### config.mk
export PLATFORM = sky130hd
export DESIGN_NAME = single_port_ram_arbiter
export DESIGN_NICKNAME = d
export VERILOG_FILES = /design/src/rtl/single_port_ram_arbiter.sv
export SDC_FILE = /design/constraint.sdc
export NUM_CORES = 1
export LEC_CHECK = 0
export BUFFER_PORTS_ARGS = -buffer_cell sky130_fd_sc_hd__buf_2
export CAP_MARGIN = 10
export CORE_AREA = 2 2 49 62
export CTS_CLUSTER_SIZE = 8
export DETAILED_ROUTE_END_ITERATION = 7
export DIE_AREA = 0 0 51 64
export PLACE_DENSITY_LB_ADDON = 0.25
export REMOVE_ABC_BUFFERS = 1
export SETUP_SLACK_MARGIN = 0.2
export SLEW_MARGIN = 5
export SYNTH_ARGS = -nofsm -noshare
export SYNTH_HDL_FRONTEND = slang
export SYNTH_SLANG_ARGS = --single-unit
### constraint.sdc
create_clock -name CLK -period 1.6 [get_ports CLK]
set_input_delay 0.08 -clock CLK [delete_from_list [all_inputs] [get_ports CLK]]
set_output_delay 0.08 -clock CLK [all_outputs]
set_load 0.005 [all_outputs]
### src/rtl/single_port_ram_arbiter.sv
// rtl/single_port_ram_arbiter.sv - round-robin burst arbiter sharing one single-port sync RAM between requesters A and B
module single_port_ram_arbiter #(
    parameter int DATA_WIDTH = 8,
    parameter int ADDR_WIDTH = 4,
    parameter int MAX_BURST  = 4
) (
    input  logic                  CLK,
    input  logic                  RST,

    input  logic                  A_REQ,
    input  logic                  A_WE,
    input  logic [ADDR_WIDTH-1:0] A_ADDR,
    input  logic [DATA_WIDTH-1:0] A_D,
    output logic                  A_GNT,
    output logic                  A_RVALID,
    output logic [DATA_WIDTH-1:0] A_Q,

    input  logic                  B_REQ,
    input  logic                  B_WE,
    input  logic [ADDR_WIDTH-1:0] B_ADDR,
    input  logic [DATA_WIDTH-1:0] B_D,
    output logic                  B_GNT,
    output logic                  B_RVALID,
    output logic [DATA_WIDTH-1:0] B_Q,

    output logic [ADDR_WIDTH-1:0] RAM_ADDR,
    output logic [DATA_WIDTH-1:0] RAM_D,
    output logic                  RAM_WE,
    input  logic [DATA_WIDTH-1:0] RAM_Q
);

    localparam int               CNT_W   = $clog2(MAX_BURST) + 1;
    localparam logic [CNT_W-1:0] MAX_CNT = CNT_W'(MAX_BURST);
    localparam logic [CNT_W-1:0] ONE_CNT = CNT_W'(1);

    // last_owner encoding: 0 = A, 1 = B
    localparam logic OWNER_A = 1'b0;
    localparam logic OWNER_B = 1'b1;

    typedef enum logic [1:0] {
        IDLE  = 2'd0,
        OWN_A = 2'd1,
        OWN_B = 2'd2
    } state_e;

    state_e                  state_q, state_d;
    logic [CNT_W-1:0]        burst_cnt_q, burst_cnt_d;
    logic                    last_owner_q, last_owner_d;
    logic [ADDR_WIDTH-1:0]   hold_addr_q, hold_addr_d;
    logic                    a_rvalid_q, a_rvalid_d;
    logic                    b_rvalid_q, b_rvalid_d;

    logic                    arb_a, arb_b;
    logic                    gnt_a, gnt_b;
    logic [CNT_W-1:0]        cnt_inc;

    // Raw arbitration decision: continue the current burst, switch to the waiting side, or resolve an idle tie
    always_comb begin
        arb_a = 1'b0;
        arb_b = 1'b0;
        case (state_q)
            OWN_A: begin
                if (A_REQ && (!B_REQ || (burst_cnt_q < MAX_CNT))) begin
                    arb_a = 1'b1;
                end else if (B_REQ) begin
                    arb_b = 1'b1;
                end
            end
            OWN_B: begin
                if (B_REQ && (!A_REQ || (burst_cnt_q < MAX_CNT))) begin
                    arb_b = 1'b1;
                end else if (A_REQ) begin
                    arb_a = 1'b1;
                end
            end
            default: begin
                if (A_REQ && (!B_REQ || (last_owner_q == OWNER_B))) begin
                    arb_a = 1'b1;
                end else if (B_REQ) begin
                    arb_b = 1'b1;
                end
            end
        endcase
    end

    // Grants are suppressed while reset is held so nothing reaches the RAM
    assign gnt_a = arb_a & RST;
    assign gnt_b = arb_b & RST;
    assign A_GNT = gnt_a;
    assign B_GNT = gnt_b;

    // Burst counter increment that saturates at MAX_BURST when the owner runs uncontended
    assign cnt_inc = (burst_cnt_q == MAX_CNT) ? MAX_CNT : (burst_cnt_q + ONE_CNT);

    // Next ownership state, burst length and last-owner tracking
    always_comb begin
        state_d      = IDLE;
        burst_cnt_d  = '0;
        last_owner_d = last_owner_q;
        if (gnt_a) begin
            state_d      = OWN_A;
            burst_cnt_d  = (state_q == OWN_A) ? cnt_inc : ONE_CNT;
            last_owner_d = OWNER_A;
        end else if (gnt_b) begin
            state_d      = OWN_B;
            burst_cnt_d  = (state_q == OWN_B) ? cnt_inc : ONE_CNT;
            last_owner_d = OWNER_B;
        end
    end

    // RAM port mux: winner drives the RAM this cycle, otherwise park on the last granted address
    always_comb begin
        RAM_WE   = 1'b0;
        RAM_ADDR = hold_addr_q;
        RAM_D    = '0;
        if (gnt_a) begin
            RAM_WE   = A_WE;
            RAM_ADDR = A_ADDR;
            RAM_D    = A_D;
        end else if (gnt_b) begin
            RAM_WE   = B_WE;
            RAM_ADDR = B_ADDR;
            RAM_D    = B_D;
        end
    end

    // Datapath next-state: held address and one-cycle-delayed read strobes
    always_comb begin
        hold_addr_d = hold_addr_q;
        if (gnt_a || gnt_b) begin
            hold_addr_d = RAM_ADDR;
        end
        a_rvalid_d = gnt_a & ~A_WE;
        b_rvalid_d = gnt_b & ~B_WE;
    end

    // Arbiter FSM registers; last_owner resets to B so A wins the first tie
    always_ff @(posedge CLK or negedge RST) begin
        if (!RST) begin
            state_q      <= IDLE;
            burst_cnt_q  <= '0;
            last_owner_q <= OWNER_B;
        end else begin
            state_q      <= state_d;
            burst_cnt_q  <= burst_cnt_d;
            last_owner_q <= last_owner_d;
        end
    end

    // Datapath registers; reset drops any read return still in flight
    always_ff @(posedge CLK or negedge RST) begin
        if (!RST) begin
            hold_addr_q <= '0;
            a_rvalid_q  <= 1'b0;
            b_rvalid_q  <= 1'b0;
        end else begin
            hold_addr_q <= hold_addr_d;
            a_rvalid_q  <= a_rvalid_d;
            b_rvalid_q  <= b_rvalid_d;
        end
    end

    assign A_RVALID = a_rvalid_q;
    assign B_RVALID = b_rvalid_q;
    assign A_Q      = RAM_Q;
    assign B_Q      = RAM_Q;

endmodule
# ---- After elaboration in Yosys (flattened, before gate mapping)
# Cells that the tools add are included.
dict set report totals {
  out_inout_bits 33
  register_bits 12
  wordCells 52
}
dict set report op_classes {
  bitwise 6
  eq_ne 3
  add_sub_neg 1
  mux 25
  reduce_logical 10
  magnitude_cmp 1
}
# cell n
set op_table {}
lappend op_table {{$mux 8} 2}
lappend op_table {{$mux 3} 5}
lappend op_table {{$mux 1} 12}
lappend op_table {{$mux 4} 2}
lappend op_table {{$and 1x1->1} 4}
lappend op_table {{$logic_or 1x1->1} 4}
lappend op_table {{$mux 2} 2}
lappend op_table {{$pmux 1 s2} 2}
lappend op_table {{$add 3x1->3 const B} 1}
lappend op_table {{$eq 3x3->1 const B} 1}
lappend op_table {{$logic_and 1x1->1} 3}
lappend op_table {{$lt 3x3->1 const B} 1}
lappend op_table {{$eq 2x1->1 const B} 1}
lappend op_table {{$eq 2x2->1 const B} 1}
lappend op_table {{$logic_not 1->1} 2}
lappend op_table {{$not 1->1} 2}
lappend op_table {{$reduce_bool 2->1} 1}

# ---- Logic depth before layout (Yosys ltp)
# Gate-level depths: netlist of run 1.
dict set report depth {
  ltp_word 8
  ltp_mapped 8
}

# ---- Worst setup path after synthesis of run 1
# Ideal clock, no wire load.
dict set report synth_timing {
  path_type {flip-flop to output port}
  startpoint {reg state_q[0]}
  endpoint {out RAM_D[0]}
  path_buffers 0
  arrival_time_ns 1.619
  setup_slack_ns -0.099
  path_stages_with_launch 7
  path_cell_list {dfrtp_1 inv_1 ha_1 o41a_4 clkinv_8 nor2_4 a22o_2}
}
dict set report synth_via {
  elab_chain_cells 5
  word_cells_on_any_way 8
  classes_between {eq/ne: 2; mux: 4; bitwise: 2}
}
# element line
set synth_lines {}
lappend synth_lines {{start, declared} 46} ;# state_e state_q, state_d;
lappend synth_lines {{start signal, assigned} 144} ;# state_q <= state_d;
lappend synth_lines {{$eq 2x2->1 / $eq 2x1->1 (equally long branches)} 61} ;# case (state_q)
lappend synth_lines {{$pmux 1 s2} 61}
lappend synth_lines {{$and 1x1->1} 88} ;# assign gnt_b = arb_b & RST;
lappend synth_lines {{$mux 8} 120} ;# end else if (gnt_b) begin
lappend synth_lines {{$mux 8 *} 116} ;# if (gnt_a) begin
lappend synth_lines {{end, declared} 27} ;# output logic [DATA_WIDTH-1:0] RAM_D,
# Mark *: on every way between the ends. The rest lies on a longest branch, timed or not.

# ---- Final worst setup path of run 1
dict set report layout_timing {
  startpoint {reg state_q[1]}
  endpoint {out RAM_D[0]}
}
# Same word-level chain as after synthesis.

==> summary.md, run 1 <==
| Metric | Value |
|---|---|
| Overall routed net length | `2.56 mm` |
| Horizontal die dimension | `51 um` |
| Peak fanout along the critical path | `5` |
| DR DRC count | `0` |
| HPWL Detailed | `1.86 mm` |
| Slew at the pin closest to its max-slew limit | `0.365 ns` |
| Core Util, Final | `53.1%` |
| Violated checks | `negative setup slack` |
| Area taken by flip-flops and latches | `between 300 and 400 um2` |
| Cts bufs inserted | `3` |
| Kind of critical path | `flip-flop to output pin` |
| Worst hold-check slack | `approximately 0.063 ns` |
| Synthesis warning total | `0` |
| H-tree depth | `1` |
| Largest voltage drop on the vdd net | `0.535 mV` |
| Final worst-path setup slack | `-0.547 ns` |
| Multi-input logic area | `490 um2` |
| Dominant cell type by area after synthesis | `dfrtp_1` |
| First-pass DRT Iterations | `4` |
| Leading post-synthesis cells by cell area | `dfrtp_1 31%, buf_4 13%, a21oi_1 7.8%` |
| Worst clock skew | `about 0.0015 ns` |
| Post-Synthesis Cell Area | `895 um2` |
| Result of the run | `complete, but fails checks` |
| Remaining global-route overflow | `0` |
| Rows | `21` |
| Number of port buffers | `46` |
| First-pass GRT wire length | `between 4 and 5 mm` |
| Clock sink total | `12` |
| Share of final-layout standard cells stronger than drive strength 1 | `between 50% and 60%` |
| Antenna viol nets, final | `0` |
| CTS tree | `built` |
| Number of cells produced by synthesis | `a little under 100` |
| I/O pin count | `71` |
| Post-route minimum period | `between 2 and 2.5 ns` |
| Die footprint | `3260 um2` |
| Final count of negative-setup-slack endpoints | `27` |
| Via density per instance | `5.03` |
| Kind of start point of the critical path | `flip-flop` |
| Largest net degree at the start of global routing | `11` |
| Net count reported at finish | `199` |
| Worst Path Required | `1.52 ns` |
| Power density normalized to cell area | `1050 nW/um2` |
| Max Slew Vio Count | `0` |
| Critical Path AT | `2.07 ns` |
| Clock transition at the registers of the reported paths | `about 0.080 ns` |
| Vert. Die Dim | `about 64 um` |
| Total power | `1.48 mW` |
| RSZ-0062 raised after global routing | `yes` |
| Setup crit end kind | `output pin` |
| Area share of the largest cell type after synthesis | `30.8%` |
| Later-pin clock latency in the skew report | `0.27 ns` |
| Number of filler instances in the final layout | `240` |
| Min-delay worst type | `primary input to flip-flop` |
| Buffer levels on the longest clock path | `2` |
| Unique cell type count in the Yosys netlist | `28` |
| Initial Util | `between 30% and 40%` |
| Final estimated routing congestion in global placement | `0.853` |
| Root buffer cell | `clkbuf_4` |
| Standby leakage power | `0.739 nW` |
| Maximum clock frequency | `466 MHz` |
| Count of state elements after synthesis | `12` |
| Number of max-capacitance violations reported | `0` |
| Average footprint of a synthesized cell | `9.13 um2` |
| Initial DRC Count | `9` |
| Fraction of the yosys area taken by sequential cells | `33.7%` |
| Synth-to-Final Area Change | `57.6%` |
| Part of the cycle the worst path needs | `134%` |
| Initial antenna violation count | `0` |
| Vias in the first global route | `989` |
| Core Box Area | `2650 um2` |
| Ant diodes | `0` |
| Overall fraction of global-route tracks in use | `16.5%` |
| Average wire per cell in the routed design | `13.5 um` |
| Vias | `956` |
| Max-slew headroom | `75.4%` |
| Hold violation total from the final report | `0` |
-- cell usage after synthesis --
library cell,number
a21oi_2,2
and3_1,1
nand2b_1,1
a311oi_1,1
nor2_4,1
nor2_1,8
inv_1,6
nor3_1,1
a21o_1,1
nand3_1,1
a31oi_1,1
inv_2,1
a21oi_1,14
mux2i_1,1
ha_1,4
buf_4,16
a22o_2,6
nand2_1,10
dfstp_2,1
o211a_1,1
nand3b_1,1
buf_12,1
dfrtp_1,11
a22o_1,3
clkinv_8,1
o21ai_0,1
o2111ai_1,1
o41a_4,1
-- where the power goes --
part / internal, mW / switching, mW / total, mW / leakage (nW)
Sequential: 0.398 / 0.0425 / 0.441 / 0.152
Clock: 0.138 / 0.102 / 0.240 / 0.0210
Combinational: 0.440 / 0.355 / 0.795 / 0.566
-- logic make-up after synthesis --
family / after synthesis / share of synthesized area, %
multiplexers: 1 / 1.12
AND/OR/NAND/NOR: 24 / 12.2
adder cells (fa/ha/maj): 4 / 5.59
buffers and inverters: 25 / 20.4
flip-flops: 12 / 33.7
AO/OA/AOI/OAI: 32 / 27.0
-- cells in the final DEF (no fill, tap or decap), types with 2 or more instances in the layout --
cell type	Yosys	routed
buf_2	0	42
a21oi_1	14	13
buf_6	0	13
buf_4	16	12
dfrtp_1	11	11
nand2_1	10	10
nor2_1	8	7
inv_1	6	4
inv_2	1	3
a22o_1	3	3
a22o_2	6	3
a22o_4	0	3
clkbuf_4	0	3
dlygate4sd3_1	0	3
a21oi_2	2	2
ha_4	0	2
ha_1	4	2
-- state kept, by name, indices dropped and copies added, names as in the netlist --
| signal | cells |
|---|---|
| A_RVALID | 1 |
| B_RVALID | 1 |
| burst_cnt_q | 3 |
| hold_addr_q | 4 |
| last_owner_q | 1 |
| state_q | 2 |
-- area by class of cell --
| class | instances | share of cell area (%) |
|---|---|---|
| multi-input cells | 61 | 34.8 |
| clock buffers | 4 | 2.57 |
| flip-flops and latches | 12 | 21.4 |
| well taps | 34 | 3.02 |
| inverters | 8 | 3.02 |
| repair buffers | 71 | 35.2 |
-- worst max-delay path, stage by stage, from the launching register on --
cell and delay (ns):
dfrtp_1 0.40, buf_6 0.13, ha_4 0.22, o41a_4 0.48
clkinv_8 0.08, nor2_4 0.03, buf_6 0.14, a22o_4 0.21
buf_6 0.11
-- routing by layer --
| layer | wire, um | vias up | track usage [%] |
|---|---|---|---|
| met5 | 0 | - | 0 |
| met4 | 89 | 0 | 8.78 |
| met3 | 252 | 7 | 7.01 |
| met2 | 1320 | 65 | 28.9 |
| met1 | 900 | 440 | 16.0 |
| li1 | - | 444 | - |
-- metrics by stage --
stage / std cells / worst slack [ns] / cell area [um2] / TNS, ns
CTS: 190 / -0.524 / 1370 / -8.53
global route: 190 / -0.619 / 1410 / -11.20
global placement: 173 / -0.243 / 1130 / -4.33
finish: 190 / -0.547 / 1410 / -9.15
floorplan: 81 / -0.122 / 754 / -1.54
detailed placement: 173 / -0.294 / 1130 / -5.18
-- final timing paths --
path,startpoint,to,slack (ns),depth (start not counted)
min in group asynchronous,RST,B_RVALID$_DFF_PN0_,0.26,2
max in group asynchronous,RST,hold_addr_q[3]$_DFFE_PN0P_,0.95,3
worst max register to register,state_q[1]$_DFF_PN0_,burst_cnt_q[1]$_DFF_PN0_,-0.45,8
worst min register to register,last_owner_q$_DFFE_PN1P_,last_owner_q$_DFFE_PN1P_,0.52,2
worst max-delay path,state_q[1]$_DFF_PN0_,RAM_D[0],-0.55,8
worst min-delay path,B_ADDR[2],hold_addr_q[2]$_DFFE_PN0P_,0.06,3
-- repair_timing --
action                                  4_1_cts  5_1_grt
hold buffers                                  3        0
hold endpoints to repair                     14        0
gates resized for setup                      21        7
setup buffers                                10        0
pin swaps                                    11        3
endpoints found under the setup margin       27       27
No activity file was read; power rests on OpenSTA's default activity.
==> inputs of run 2 (changes only) <==
--- a/config.mk
+++ b/config.mk
@@ -7,13 +7,14 @@
 export LEC_CHECK = 0
 export BUFFER_PORTS_ARGS = -buffer_cell sky130_fd_sc_hd__buf_2
 export CAP_MARGIN = 10
-export CORE_AREA = 2 2 49 62
+export CORE_AREA = 2 2 46 59
 export CTS_CLUSTER_SIZE = 8
 export DETAILED_ROUTE_END_ITERATION = 7
-export DIE_AREA = 0 0 51 64
+export DIE_AREA = 0 0 48 61
 export PLACE_DENSITY_LB_ADDON = 0.25
 export REMOVE_ABC_BUFFERS = 1
 export SETUP_SLACK_MARGIN = 0.2
+export SKIP_CTS_REPAIR_TIMING = 1
 export SLEW_MARGIN = 5
 export SYNTH_ARGS = -nofsm -noshare
 export SYNTH_HDL_FRONTEND = slang
==> constraint.sdc (replaced) <==
create_clock -name CLK -period 2.06 [get_ports CLK]
set_input_delay 0.103 -clock CLK [delete_from_list [all_inputs] [get_ports CLK]]
set_output_delay 0.103 -clock CLK [all_outputs]
set_load 0.005 [all_outputs]
==> run 2 against run 1 <==
Compared with the run above:
- the run still ends with negative setup slack left
- global-route usage shrank 0.87 points
- critical path depth unchanged
- non-clock buffer count shrank 12
- cell count decreased by 5.3%
- core utilization rose by 2.5 points
- clock skew increased by 0.0054 ns
- via count down 3.6%
- setup slack improved by 0.45 ns
- combinational power down 29%
- sequential share of layout area is 1.4 points higher
- flip-flop and latch count unchanged
- critical path type unchanged
- critical endpoint is now RAM_D[1]
- highest routed layer unchanged
==> summary.md, run 2 (same netlist as run 1, synthesis figures left out) <==
| Metric | Value |
|---|---|
| Clock transition at the registers of the reported paths | `0.08 ns (about the same)` |
| Kind of critical path | `flip-flop to output pin (unchanged)` |
| Synth-to-Final Area Change | `48.0% (was 57.6%)` |
| Standby leakage power | `0.662 nW (was 0.739 nW)` |
| Vias | `922 (was 956)` |
| CTS tree | `built (unchanged)` |
| Part of the cycle the worst path needs | `105%` |
| Final estimated routing congestion in global placement | `0.695 (was 0.853)` |
| H-tree depth | `1 (unchanged)` |
| Number of buffer and inverter stages on the critical path | `3 (was 4)` |
| First-pass DRT Iterations | `3 (was 4)` |
| Vias in the first global route | `786 (was 989)` |
| Final count of negative-setup-slack endpoints | `13 (was 27)` |
| Overall fraction of global-route tracks in use | `15.6% (was 16.5%)` |
| Buffer levels on the longest clock path | `2 (unchanged)` |
| Share of final-layout standard cells stronger than drive strength 1 | `60.5% (was 59.6%)` |
| Hold violation total from the final report | `0 (unchanged)` |
| Post-route minimum period | `2.16 ns` |
| Power density normalized to cell area | `830 nW/um2 (was 1050 nW/um2)` |
| Vert. Die Dim | `61 um (was 64 um)` |
| Max Slew Vio Count | `0 (unchanged)` |
| Horizontal die dimension | `48 um (was 51 um)` |
| HPWL Detailed | `1.62 mm (was 1.86 mm)` |
| Die footprint | `2930 um2 (was 3260 um2)` |
| Initial Util | `37.6% (was 33.7%)` |
| Via density per instance | `5.12 (was 5.03)` |
| Most common library cell in the layout ignoring fill and taps | `buf_2 (unchanged)` |
| Initial antenna violation count | `0 (unchanged)` |
| Number of max-capacitance violations reported | `0 (unchanged)` |
| Antenna viol nets, final | `0 (unchanged)` |
| Core Box Area | `2380 um2 (was 2650 um2)` |
| Reg with most FFs | `hold_addr_q (unchanged)` |
| Worst Path Required | `1.96 ns (was 1.52 ns)` |
| Core Util, Final | `55.7% (was 53.1%)` |
| Maximum clock frequency | `464 MHz` |
| Min-delay worst type | `primary input to flip-flop (unchanged)` |
| Ant diodes | `0 (unchanged)` |
| Delay contributed by the slowest stage of the critical path | `0.58 ns (was 0.48 ns)` |
| Violated checks | `negative setup slack (unchanged)` |
| Peak fanout along the critical path | `7 (was 5)` |
| RSZ-0062 raised after global routing | `yes (unchanged)` |
| Worst clock skew | `0.00685 ns (was 0.00147 ns)` |
| Cell-by-cell listing of the critical path | `inv_2, ha_4, nor3_2, o41a_4, clkinv_8, nor2_4, a22o_2, buf_2 (was buf_6, ha_4, o41a_4, clkinv_8, nor2_4, buf_6, a22o_4, buf_6)` |
| Initial DRC Count | `11 (was 9)` |
| I/O pin count | `71 (unchanged)` |
| Cts bufs inserted | `3 (unchanged)` |
| Number of port buffers | `46 (unchanged)` |
| Clock sink total | `12 (unchanged)` |
| Number of filler instances in the final layout | `214 (was 240)` |
| Max-slew headroom | `65.0% (was 75.4%)` |
| Leading cell types in the layout, fill and taps excluded | `44 x buf_2, 11 x dfrtp_1, 10 x nand2_1, 10 x a21oi_1, 7 x buf_4 (was 42 x buf_2, 13 x a21oi_1, 13 x buf_6, 12 x buf_4, 11 x dfrtp_1)` |
| Net count reported at finish | `190 (was 199)` |
| Largest net degree at the start of global routing | `20 (was 11)` |
| Remaining global-route overflow | `0 (unchanged)` |
| Root buffer cell | `clkbuf_4 (unchanged)` |
| Biggest regs | `hold_addr_q x4, burst_cnt_q x3, state_q x2 (unchanged)` |
| Setup crit end kind | `output pin (unchanged)` |
| Final worst-path setup slack | `-0.0960 ns (was -0.547 ns)` |
| Largest voltage drop on the vdd net | `0.456 mV (was 0.535 mV)` |
| Kind of start point of the critical path | `flip-flop (unchanged)` |
| Later-pin clock latency in the skew report | `0.27 ns (about the same)` |
| Max reg flops | `4 (unchanged)` |
| Total power | `1.10 mW (was 1.48 mW)` |
| Result of the run | `complete, but fails checks (unchanged)` |
| Rows | `20 (was 21)` |
| Critical Path AT | `2.05 ns (was 2.07 ns)` |
| Setup slack of the most critical reg-to-reg path | `0.15 ns (was -0.45 ns)` |
| Critical-path cell with the highest stage delay | `o41a_4 (unchanged)` |
| First-pass GRT wire length | `3.24 mm (was 4.11 mm)` |
| DR DRC count | `0 (unchanged)` |
| Average wire per cell in the routed design | `14.3 um (was 13.5 um)` |
| Slew at the pin closest to its max-slew limit | `0.523 ns (was 0.365 ns)` |
| Worst path top cell family by delay | `compound AO/OA/AOI/OAI gates (unchanged)` |
| Overall routed net length | `2.58 mm (was 2.56 mm)` |
[run 2: changes by cell type in the layout (fill, tap and decap cells not counted), moves of 2 or more]
| cell | delta |
|---|---|
| buf_2 | +2 |
| buf_4 | -5 |
| a22o_4 | -3 |
| a22o_2 | +3 |
| inv_2 | -2 |
| a21oi_2 | +3 |
| a21oi_1 | -3 |
| nor2_1 | -3 |
| buf_6 | -10 |
| inv_6 | +2 |
| nor2_4 | +3 |
[run 2: worst paths after layout]
path	start	end	cells past startpoint
worst max-delay path	state_q[1]$_DFF_PN0_	RAM_D[1]	8
worst min-delay path	B_ADDR[3]	hold_addr_q[3]$_DFFE_PN0P_	3
worst max register to register	state_q[1]$_DFF_PN0_	burst_cnt_q[1]$_DFF_PN0_	7
worst min register to register	last_owner_q$_DFFE_PN1P_	last_owner_q$_DFFE_PN1P_	2
max in group asynchronous	RST	A_RVALID$_DFF_PN0_	2
min in group asynchronous	RST	burst_cnt_q[2]$_DFF_PN0_	2
[run 2: cell type report]
class	instances	area, um2	share of cell area, %
clock buffers	4	36.3	2.74
multi-input cells	62	515	38.9
inverters	8	45.0	3.40
repair buffers	59	367	27.7
repair inverters	2	17.5	1.32
well taps	33	41.3	3.12
flip-flops and latches	12	302	22.8
[run 2: power breakdown]
group	switching [mW]	total [mW]	internal, mW
combinational	0.278	0.567	0.289
clock	0.0754	0.183	0.107
sequential	0.0388	0.348	0.310
total	0.392	1.10	0.706
[run 2: through the flow]
| step | cell area (um2) | TNS, ns | std cells | worst slack, ns | hold slack, ns |
|---|---|---|---|---|---|
| floorplan | 754 | 0 | 81 | 0.315 | -0.193 |
| global placement | 1030 | 0 | 160 | 0.139 | 0.0217 |
| detailed placement | 1030 | 0 | 160 | 0.0482 | 0.0279 |
| CTS | 1060 | -3.39 | 164 | -0.268 | -0.273 |
| global route | 1320 | -1.92 | 180 | -0.189 | 0.0681 |
| finish | 1320 | -0.855 | 180 | -0.0960 | 0.0808 |
[run 2: worst reg2reg max path, cell delays in order, from the launching register on]
cell and delay, ns:
dfrtp_1 0.42, inv_2 0.09, ha_4 0.16, nor3_2 0.05, o41a_4 0.58, buf_4 0.18
mux2i_2 0.20, and3_1 0.18
[run 2: metal layers]
layer	track usage, %	part of all wire (%)
met1	15.8	36
met2	25.9	53
met3	8.33	10
met4	6.95	0.97
met5	0	0
